<file path="config.mk">
export PLATFORM = sky130hd
export DESIGN_NAME = switch_conditioner
export DESIGN_NICKNAME = d
export VERILOG_FILES = /design/src/rtl/switch_conditioner.sv
export SDC_FILE = /design/constraint.sdc
export NUM_CORES = 1
export LEC_CHECK = 0
export ABC_AREA = 1
export CAP_MARGIN = 20
export CORE_UTILIZATION = 55
export CTS_CLUSTER_DIAMETER = 50
export DETAILED_ROUTE_END_ITERATION = 16
export DONT_BUFFER_PORTS = 1
export GPL_ROUTABILITY_DRIVEN = 0
export HOLD_SLACK_MARGIN = 0.05
export PLACE_DENSITY = 0.72
export SYNTH_ARGS = -nofsm -noshare
export SYNTH_HDL_FRONTEND = slang
export SYNTH_SLANG_ARGS = --single-unit
</file>
<file path="constraint.sdc">
create_clock -name CLKIN -period 3.35 [get_ports CLKIN]
set_input_delay 0.67 -clock CLKIN [delete_from_list [all_inputs] [get_ports CLKIN]]
set_output_delay 0.67 -clock CLKIN [all_outputs]
set_load 0.02 [all_outputs]
</file>
<file path="src/rtl/switch_conditioner.sv">
// Clocked bounceless-switch front end: two-contact synchroniser, stability-count debounce FSM,
// edge pulses and press counter. Define SWITCH_CONDITIONER_ERR_EN to build illegal-contact detection.
module switch_conditioner #(
  parameter int SYNC_STAGES = 2,
  parameter int DB_CYCLES   = 16,
  parameter int CNT_W       = 8
) (
  input  logic             CLKIN,
  input  logic             RST_N,
  input  logic             NO,
  input  logic             NC,
  output logic             BQ,
  output logic             BQ_RISE,
  output logic             BQ_FALL,
  output logic [CNT_W-1:0] PRESS_CNT,
  output logic             ERR
);

  localparam int DB_W = $clog2(DB_CYCLES);
  localparam logic [DB_W-1:0] DB_LAST = DB_W'(DB_CYCLES - 1);

  typedef enum logic [1:0] {
    IDLE_LO,
    CHK_HI,
    IDLE_HI,
    CHK_LO
  } state_t;

  logic [SYNC_STAGES-1:0] no_sync_q;
  logic [SYNC_STAGES-1:0] nc_sync_q;
  logic                   no_s;
  logic                   nc_s;
  logic                   cand;

  state_t                 state_q, state_d;
  logic [DB_W-1:0]        db_cnt_q, db_cnt_d;
  logic                   bq_q, bq_d;
  logic                   rise_q, rise_d;
  logic                   fall_q, fall_d;
  logic [CNT_W-1:0]       press_cnt_q, press_cnt_d;

  // Rest position (released) is NO open / NC closed, so the chains reset to 1 / 0.
  always_ff @(posedge CLKIN or negedge RST_N) begin
    if (!RST_N) begin
      no_sync_q <= '1;
      nc_sync_q <= '0;
    end else begin
      no_sync_q <= {no_sync_q[SYNC_STAGES-2:0], NO};
      nc_sync_q <= {nc_sync_q[SYNC_STAGES-2:0], NC};
    end
  end

  assign no_s = no_sync_q[SYNC_STAGES-1];
  assign nc_s = nc_sync_q[SYNC_STAGES-1];

  // In-transit and illegal decodes both hold the current level.
  always_comb begin
    cand = bq_q;
    case ({no_s, nc_s})
      2'b01:   cand = 1'b1;
      2'b10:   cand = 1'b0;
      default: cand = bq_q;
    endcase
  end

`ifdef SWITCH_CONDITIONER_ERR_EN
  logic err_q;
  logic illegal_pre;

  // Tapping the penultimate stage lands ERR on the same edge no_s takes the illegal value.
  assign illegal_pre = ~no_sync_q[SYNC_STAGES-2] & ~nc_sync_q[SYNC_STAGES-2];

  always_ff @(posedge CLKIN or negedge RST_N) begin
    if (!RST_N) begin
      err_q <= 1'b0;
    end else begin
      err_q <= err_q | illegal_pre;
    end
  end

  assign ERR = err_q;
`else
  assign ERR = 1'b0;
`endif

  always_ff @(posedge CLKIN or negedge RST_N) begin
    if (!RST_N) begin
      state_q     <= IDLE_LO;
      db_cnt_q    <= '0;
      bq_q        <= 1'b0;
      rise_q      <= 1'b0;
      fall_q      <= 1'b0;
      press_cnt_q <= '0;
    end else begin
      state_q     <= state_d;
      db_cnt_q    <= db_cnt_d;
      bq_q        <= bq_d;
      rise_q      <= rise_d;
      fall_q      <= fall_d;
      press_cnt_q <= press_cnt_d;
    end
  end

  always_comb begin
    state_d     = state_q;
    db_cnt_d    = db_cnt_q;
    bq_d        = bq_q;
    rise_d      = 1'b0;
    fall_d      = 1'b0;
    press_cnt_d = press_cnt_q;
    case (state_q)
      IDLE_LO: begin
        if (cand) begin
          state_d  = CHK_HI;
          db_cnt_d = DB_W'(1);
        end
      end
      CHK_HI: begin
        if (!cand) begin
          state_d  = IDLE_LO;
          db_cnt_d = '0;
        end else if (db_cnt_q == DB_LAST) begin
          state_d     = IDLE_HI;
          db_cnt_d    = '0;
          bq_d        = 1'b1;
          rise_d      = 1'b1;
          press_cnt_d = press_cnt_q + CNT_W'(1);
        end else begin
          db_cnt_d = db_cnt_q + DB_W'(1);
        end
      end
      IDLE_HI: begin
        if (!cand) begin
          state_d  = CHK_LO;
          db_cnt_d = DB_W'(1);
        end
      end
      CHK_LO: begin
        if (cand) begin
          state_d  = IDLE_HI;
          db_cnt_d = '0;
        end else if (db_cnt_q == DB_LAST) begin
          state_d  = IDLE_LO;
          db_cnt_d = '0;
          bq_d     = 1'b0;
          fall_d   = 1'b1;
        end else begin
          db_cnt_d = db_cnt_q + DB_W'(1);
        end
      end
      default: begin
        state_d  = IDLE_LO;
        db_cnt_d = '0;
      end
    endcase
  end

  assign BQ        = bq_q;
  assign BQ_RISE   = rise_q;
  assign BQ_FALL   = fall_q;
  assign PRESS_CNT = press_cnt_q;

endmodule
</file>
## Yosys cells after proc, flatten, opt, wreduce, memory -nomap -nowiden

Cells that the tools add are included.

| word-level totals | value |
|---|---|
| word-level logic and storage cells | 54 |
| register bits | 21 |
| output and inout port bits | 12 |
| input port bits | 4 |

| operators by class | value |
|---|---|
| eq/ne operators | 14 |
| muxes and demuxes | 24 |
| add/subtract/negate cells | 2 |
| reduce and logical (&&, ||, !) cells | 6 |

Operators with widths:

| operator | number |
|---|---|
| $mux W4 | 5 |
| $pmux W4 S4 | 1 |
| $mux W2 | 6 |
| $ne A2 B2 Y1 const B | 6 |
| $mux W1 | 9 |
| $add A8 B1 Y8 const B | 1 |
| $pmux W2 S4 | 1 |
| $eq A2 B2 Y1 const B | 3 |
| $ne A3 B3 Y1 const B | 2 |
| $reduce_and A5 Y1 | 1 |
| $add A4 B1 Y4 const B | 1 |
| $eq A2 B1 Y1 const B | 2 |
| $eq A4 B4 Y1 const B | 1 |
| $pmux W1 S2 | 2 |
| $reduce_and A4 Y1 | 1 |
| $reduce_and A3 Y1 | 1 |
| $logic_not A2 Y1 | 1 |
| $reduce_and A2 Y1 | 1 |
| $reduce_bool A2 Y1 | 1 |

## Longest topological paths before layout

| depth | value |
|---|---|
| word-level depth | 4 |
| gate-level depth with buffers | 9 |
| mapped depth without buffers | 9 |

## Worst setup path before layout

OpenSTA, ideal clock, no wires.

| timing path | value |
|---|---|
| path kind | flip-flop to flip-flop |
| start point | reg no_sync_q[1] |
| end point | reg press_cnt_q[0], in the netlist PRESS_CNT[0] |
| setup slack | 1.829 ns |
| data arrival time | 1.399 ns |
| path buffers | 1 |
| required time | 3.228 ns |
| setup time | 0.122 ns |
| cell stages (with the launch flop) | 9 |
| period minus slack after synthesis | 1.521 ns |
| cells stage by stage | dfstp_2 inv_1 ha_1 inv_1 nand2_1 nand2_1 nand3_2 buf_6 xor2_2 |

| between the ends | value |
|---|---|
| cells in the longest elaborated chain, start to end | 3 |
| elaborated cells between the ends (all ways) | 4 |
| those cells by class | eq/ne: 2; mux: 1; reduce/logical: 1 |

Ends and longest elaborated chain:

| element | line | text |
|---|---|---|
| start, declared | 29 | `logic [SYNC_STAGES-1:0] no_sync_q;` |
| start signal, assigned | 48 | `no_sync_q <= {no_sync_q[SYNC_STAGES-2:0], NO};` |
| $eq A2 B2 Y1 or $eq A2 B1 Y1 (tied branches) | 59 | `case ({no_s, nc_s})` |
| $pmux W1 S2 (*) | 59 |  |
| $reduce_and A3 Y1 (no line) (*) | -- |  |
| end signal, assigned | 100 | `press_cnt_q <= press_cnt_d;` |
| end, declared | 40 | `logic [CNT_W-1:0] press_cnt_q, press_cnt_d;` |

Every way passes the cells marked *; elsewhere a longest branch is shown, timed or not.
A chain may end at the register's enable or synchronous reset.

## Worst setup path in the final report

| timing path | value |
|---|---|
| start point | reg no_sync_q[1] |
| end point | reg press_cnt_q[7], in the netlist PRESS_CNT[7] |

Same word-level chain as after synthesis.

==> flow_summary_export.csv <==
group,metric,value,unit
run_status,outcome,"finished, final reports clean",
die,chipWidth,45.6,µm
worst_setup_path,critPathTopFamily,"simple AND/OR/NAND/NOR gates",
worst_setup_path,reg2reg_slack,1.56,ns
routing,ant_nets,0,
sta,finalHoldViolations,0,
synth,mappedNetlistNets,132,
die,floorplan.initialDensity,0.594,
synth,post_synth_inst_count,125,
synth,synthesis.area_per_instance,8.38,µm²
worst_setup_path,slowest_stage,"sky130_fd_sc_hd__dfstp_2",
worst_setup_path,regToRegStartpoint,"no_sync_q[1]",
clock_network,clk_latency,0.31,ns
sta,final.min_clock_period,1.79,ns
flow_run,max-cap-violations,0,
final_layout,area_growth,4.78,%
worst_setup_path,timing.reg2reg.worst_path_depth,9,
placement,dpl.hpwl,1320,µm
sta,final.setup.tns,0,ns
clock_network,clock_sinks,21,
synth,syn_area,1050,µm²
synth,ys_seq_elements,21,
power,p_leak,0.542,nW
routing,vias_per_cell,5.16,
sta,finalSetupViolations,0,
worst_setup_path,critical_path_data_required_time,3.61,ns
sta,setup_repair_after_global_routing_missed_its_margin,"false",
die,die_h,45.6,µm
clock_network,clock_tree_root_driver_cell,"sky130_fd_sc_hd__clkbuf_4",
sta,timing_worst_slew_pin_value,0.815,ns
clock_network,clk_pin_slew,0.11,ns
clock_network,cts_tree,"built",
clock_network,cts-buffers-inserted,3,
power,power_density,400,nW/µm²
worst_setup_path,crit_path_capture_type,"flip-flop",
routing,drt_wl_total,1860,µm
worst_setup_path,critical_path.max_fanout,11,
routing,drt-wirelength-per-cell,12.1,µm
die,core_area,1760,µm²
grt,grt.overflow.total,0,
routing,final_routed_drc_violation_total,0,
sta,clock.fmax,0.558,GHz
worst_setup_path,critical_path_cell_sequence,"inv_1, ha_1, inv_1, nand2_1, nand2_1, nand3_2, inv_2, nand2_1, nand2_1",
synth,synth_warnings,0,
sta,timing_max_transition_violations_final,0,
routing,route.vias.total,789,
routing,detailedRoute.firstIterationViolations,12,
die,top_level_ports,16,
routing,first_pass_iters,5,
grt,gr-usage-all-layers,0.210,
synth,yosys.area.top_type_share,0.454,
clock_network,clock_tree.htree_level_count,1,
grt,grt_antenna_before_repair,0,
final_layout,final_net_count,136,
synth,synth_flop_cell,"sky130_fd_sc_hd__dfrtp_1",
grt,grt_pass1_wl,3040,µm
die,row_count,15,
die,die-area,2080,µm²
synth,synth_edf_count,0,
worst_setup_path,end_of_the_worst_register_to_register_path,"PRESS_CNT[7]",
sta,worst_clock_skew,0.00390,ns
worst_setup_path,stages_on_worst_setup_path,9,
clock_network,buffer_depth_of_the_longest_clock_path,2,
synth,yosys-top-cells-count,"46 x sky130_fd_sc_hd__nand2_1, 19 x sky130_fd_sc_hd__dfrtp_1, 15 x sky130_fd_sc_hd__nand3_1",
final_layout,drive_gt1_frac,0.102,
worst_setup_path,count_of_buffer_and_inverter_cells_on_the_critical_path,3,
final_layout,final_core_utilization,0.622,
power,peakVddDrop,0.000290,V
worst_setup_path,worst_setup_path_start_kind,"flip-flop",
worst_setup_path,critical_path_s_most_frequent_cell,"sky130_fd_sc_hd__nand2_1",
synth,cell_types_with_the_largest_area_share_after_synthesis,"sky130_fd_sc_hd__dfrtp_1 45%, sky130_fd_sc_hd__nand2_1 16%, sky130_fd_sc_hd__nand3_1 7.2%",
synth,netlist.top_cell.by_area,"sky130_fd_sc_hd__dfrtp_1",
synth,synth_seq_area_share,0.504,
worst_setup_path,cp_slowest_stage_delay,0.53,ns
sta,final.period_utilization,0.535,
worst_setup_path,worst-endpoint-arrival,2.05,ns
placement,place.port_buffers,0,
synth,asyncSetResetFlopFracSynth,1.00,
final_layout,antenna_cells_inserted,0,
synth,synth_most_common_cell,"sky130_fd_sc_hd__nand2_1",
grt,via_count_of_the_first_global_routing_pass,734,
sta,slew_headroom,0.455,
grt,grt_max_degree,20,
synth,netlist-cell-type-count,22,
worst_hold_path,holdCritPathClass,"in -> async",
worst_setup_path,worst-setup-path-type,"reg -> reg",
## final cells by class
cell class	count	area, µm²
Fill cell	171	667
Inverter	13	48.8
Clock buffer	3	22.5
Multi-Input combinational cell	89	452
Tap cell	25	31.3
Clock inverter	1	5.00
Timing Repair Buffer	1	10.0
Sequential cell	21	528
## registers in the layout, summed over array words and instances (netlist names), named ones only
register   count
BQ             1
BQ_FALL        1
BQ_RISE        1
PRESS_CNT      8
db_cnt_q       4
nc_sync_q      2
no_sync_q      2
state_q        1
## worst max path at each step
stage / endpoint / startpoint / slack [ns]
after floorplan: PRESS_CNT[0] / no_sync_q[1] / 1.83
after global placement: PRESS_CNT[7] / no_sync_q[1] / 1.67
after detailed placement: PRESS_CNT[7] / no_sync_q[1] / 1.59
after CTS: PRESS_CNT[7] / no_sync_q[1] / 1.56
after global routing: PRESS_CNT[7] / no_sync_q[1] / 1.41
final: PRESS_CNT[7] / no_sync_q[1] / 1.56
## stage by stage
| stage | area [µm²] | hold WS [ns] | power, mW | std cells | setup WS (ns) |
|---|---|---|---|---|---|
| finish | 1100 | 0.183 | 0.439 | 153 | 1.56 |
| detailed placement | 1060 | 0.338 | 0.316 | 148 | 1.59 |
| floorplan | 1050 | 0.331 | 0.308 | 125 | 1.83 |
| global placement | 1060 | 0.338 | 0.314 | 148 | 1.67 |
| CTS | 1100 | 0.177 | 0.443 | 153 | 1.56 |
| global route | 1100 | 0.171 | 0.461 | 153 | 1.41 |
## logic make-up after synthesis
kind of cell	count (synthesis)	synth area share
simple gates	72	0.299
fa+ha+maj	3	0.0358
xor+xnor	5	0.0490
compound gates	8	0.0442
buf+inv	15	0.0645
other cells	1	0.00358
flops	21	0.504
## placed cells by master, fill, tap and decap left out
cell,synthesis,final
sky130_fd_sc_hd__nand2_1,46,46
sky130_fd_sc_hd__dfrtp_1,19,19
sky130_fd_sc_hd__nand3_1,15,15
sky130_fd_sc_hd__inv_1,12,12
sky130_fd_sc_hd__o21ai_0,6,6
sky130_fd_sc_hd__nor2_1,5,5
sky130_fd_sc_hd__xnor2_1,3,3
sky130_fd_sc_hd__ha_1,3,3
sky130_fd_sc_hd__clkbuf_4,0,3
sky130_fd_sc_hd__nand4_1,2,2
sky130_fd_sc_hd__dfstp_2,2,2
sky130_fd_sc_hd__nand2_2,1,1
sky130_fd_sc_hd__nor2_4,1,1
sky130_fd_sc_hd__nor2_2,1,1
sky130_fd_sc_hd__nand3_2,1,1
sky130_fd_sc_hd__inv_2,1,1
sky130_fd_sc_hd__a21boi_0,1,1
sky130_fd_sc_hd__o21ai_2,1,1
sky130_fd_sc_hd__xor2_2,1,1
sky130_fd_sc_hd__xor2_1,1,1
sky130_fd_sc_hd__conb_1,1,1
sky130_fd_sc_hd__clkinv_2,0,1
sky130_fd_sc_hd__dlygate4sd3_1,0,1
## per-layer routing
layer  GRT usage  part of all wire  up-vias
met3      0.0278             0.031        5
met1       0.269              0.46      373
met4       0.109             0.021        0
met5           0                 0        -
li1            -                 -      395
met2       0.343              0.49       16
## power by group
part,internal [mW],switching (mW)
logic,0.0134,0.0258
registers,0.265,0.0129
clock network,0.0447,0.0766
total,0.323,0.115
## repair_timing
item / 4_1_cts / 5_1_grt
buffers inserted: 0 / 0
resized for setup: 0 / 0
hold endpoints to repair: 19 / 0
hold buffers: 1 / 0
No activity file was read; power rests on OpenSTA's default activity.
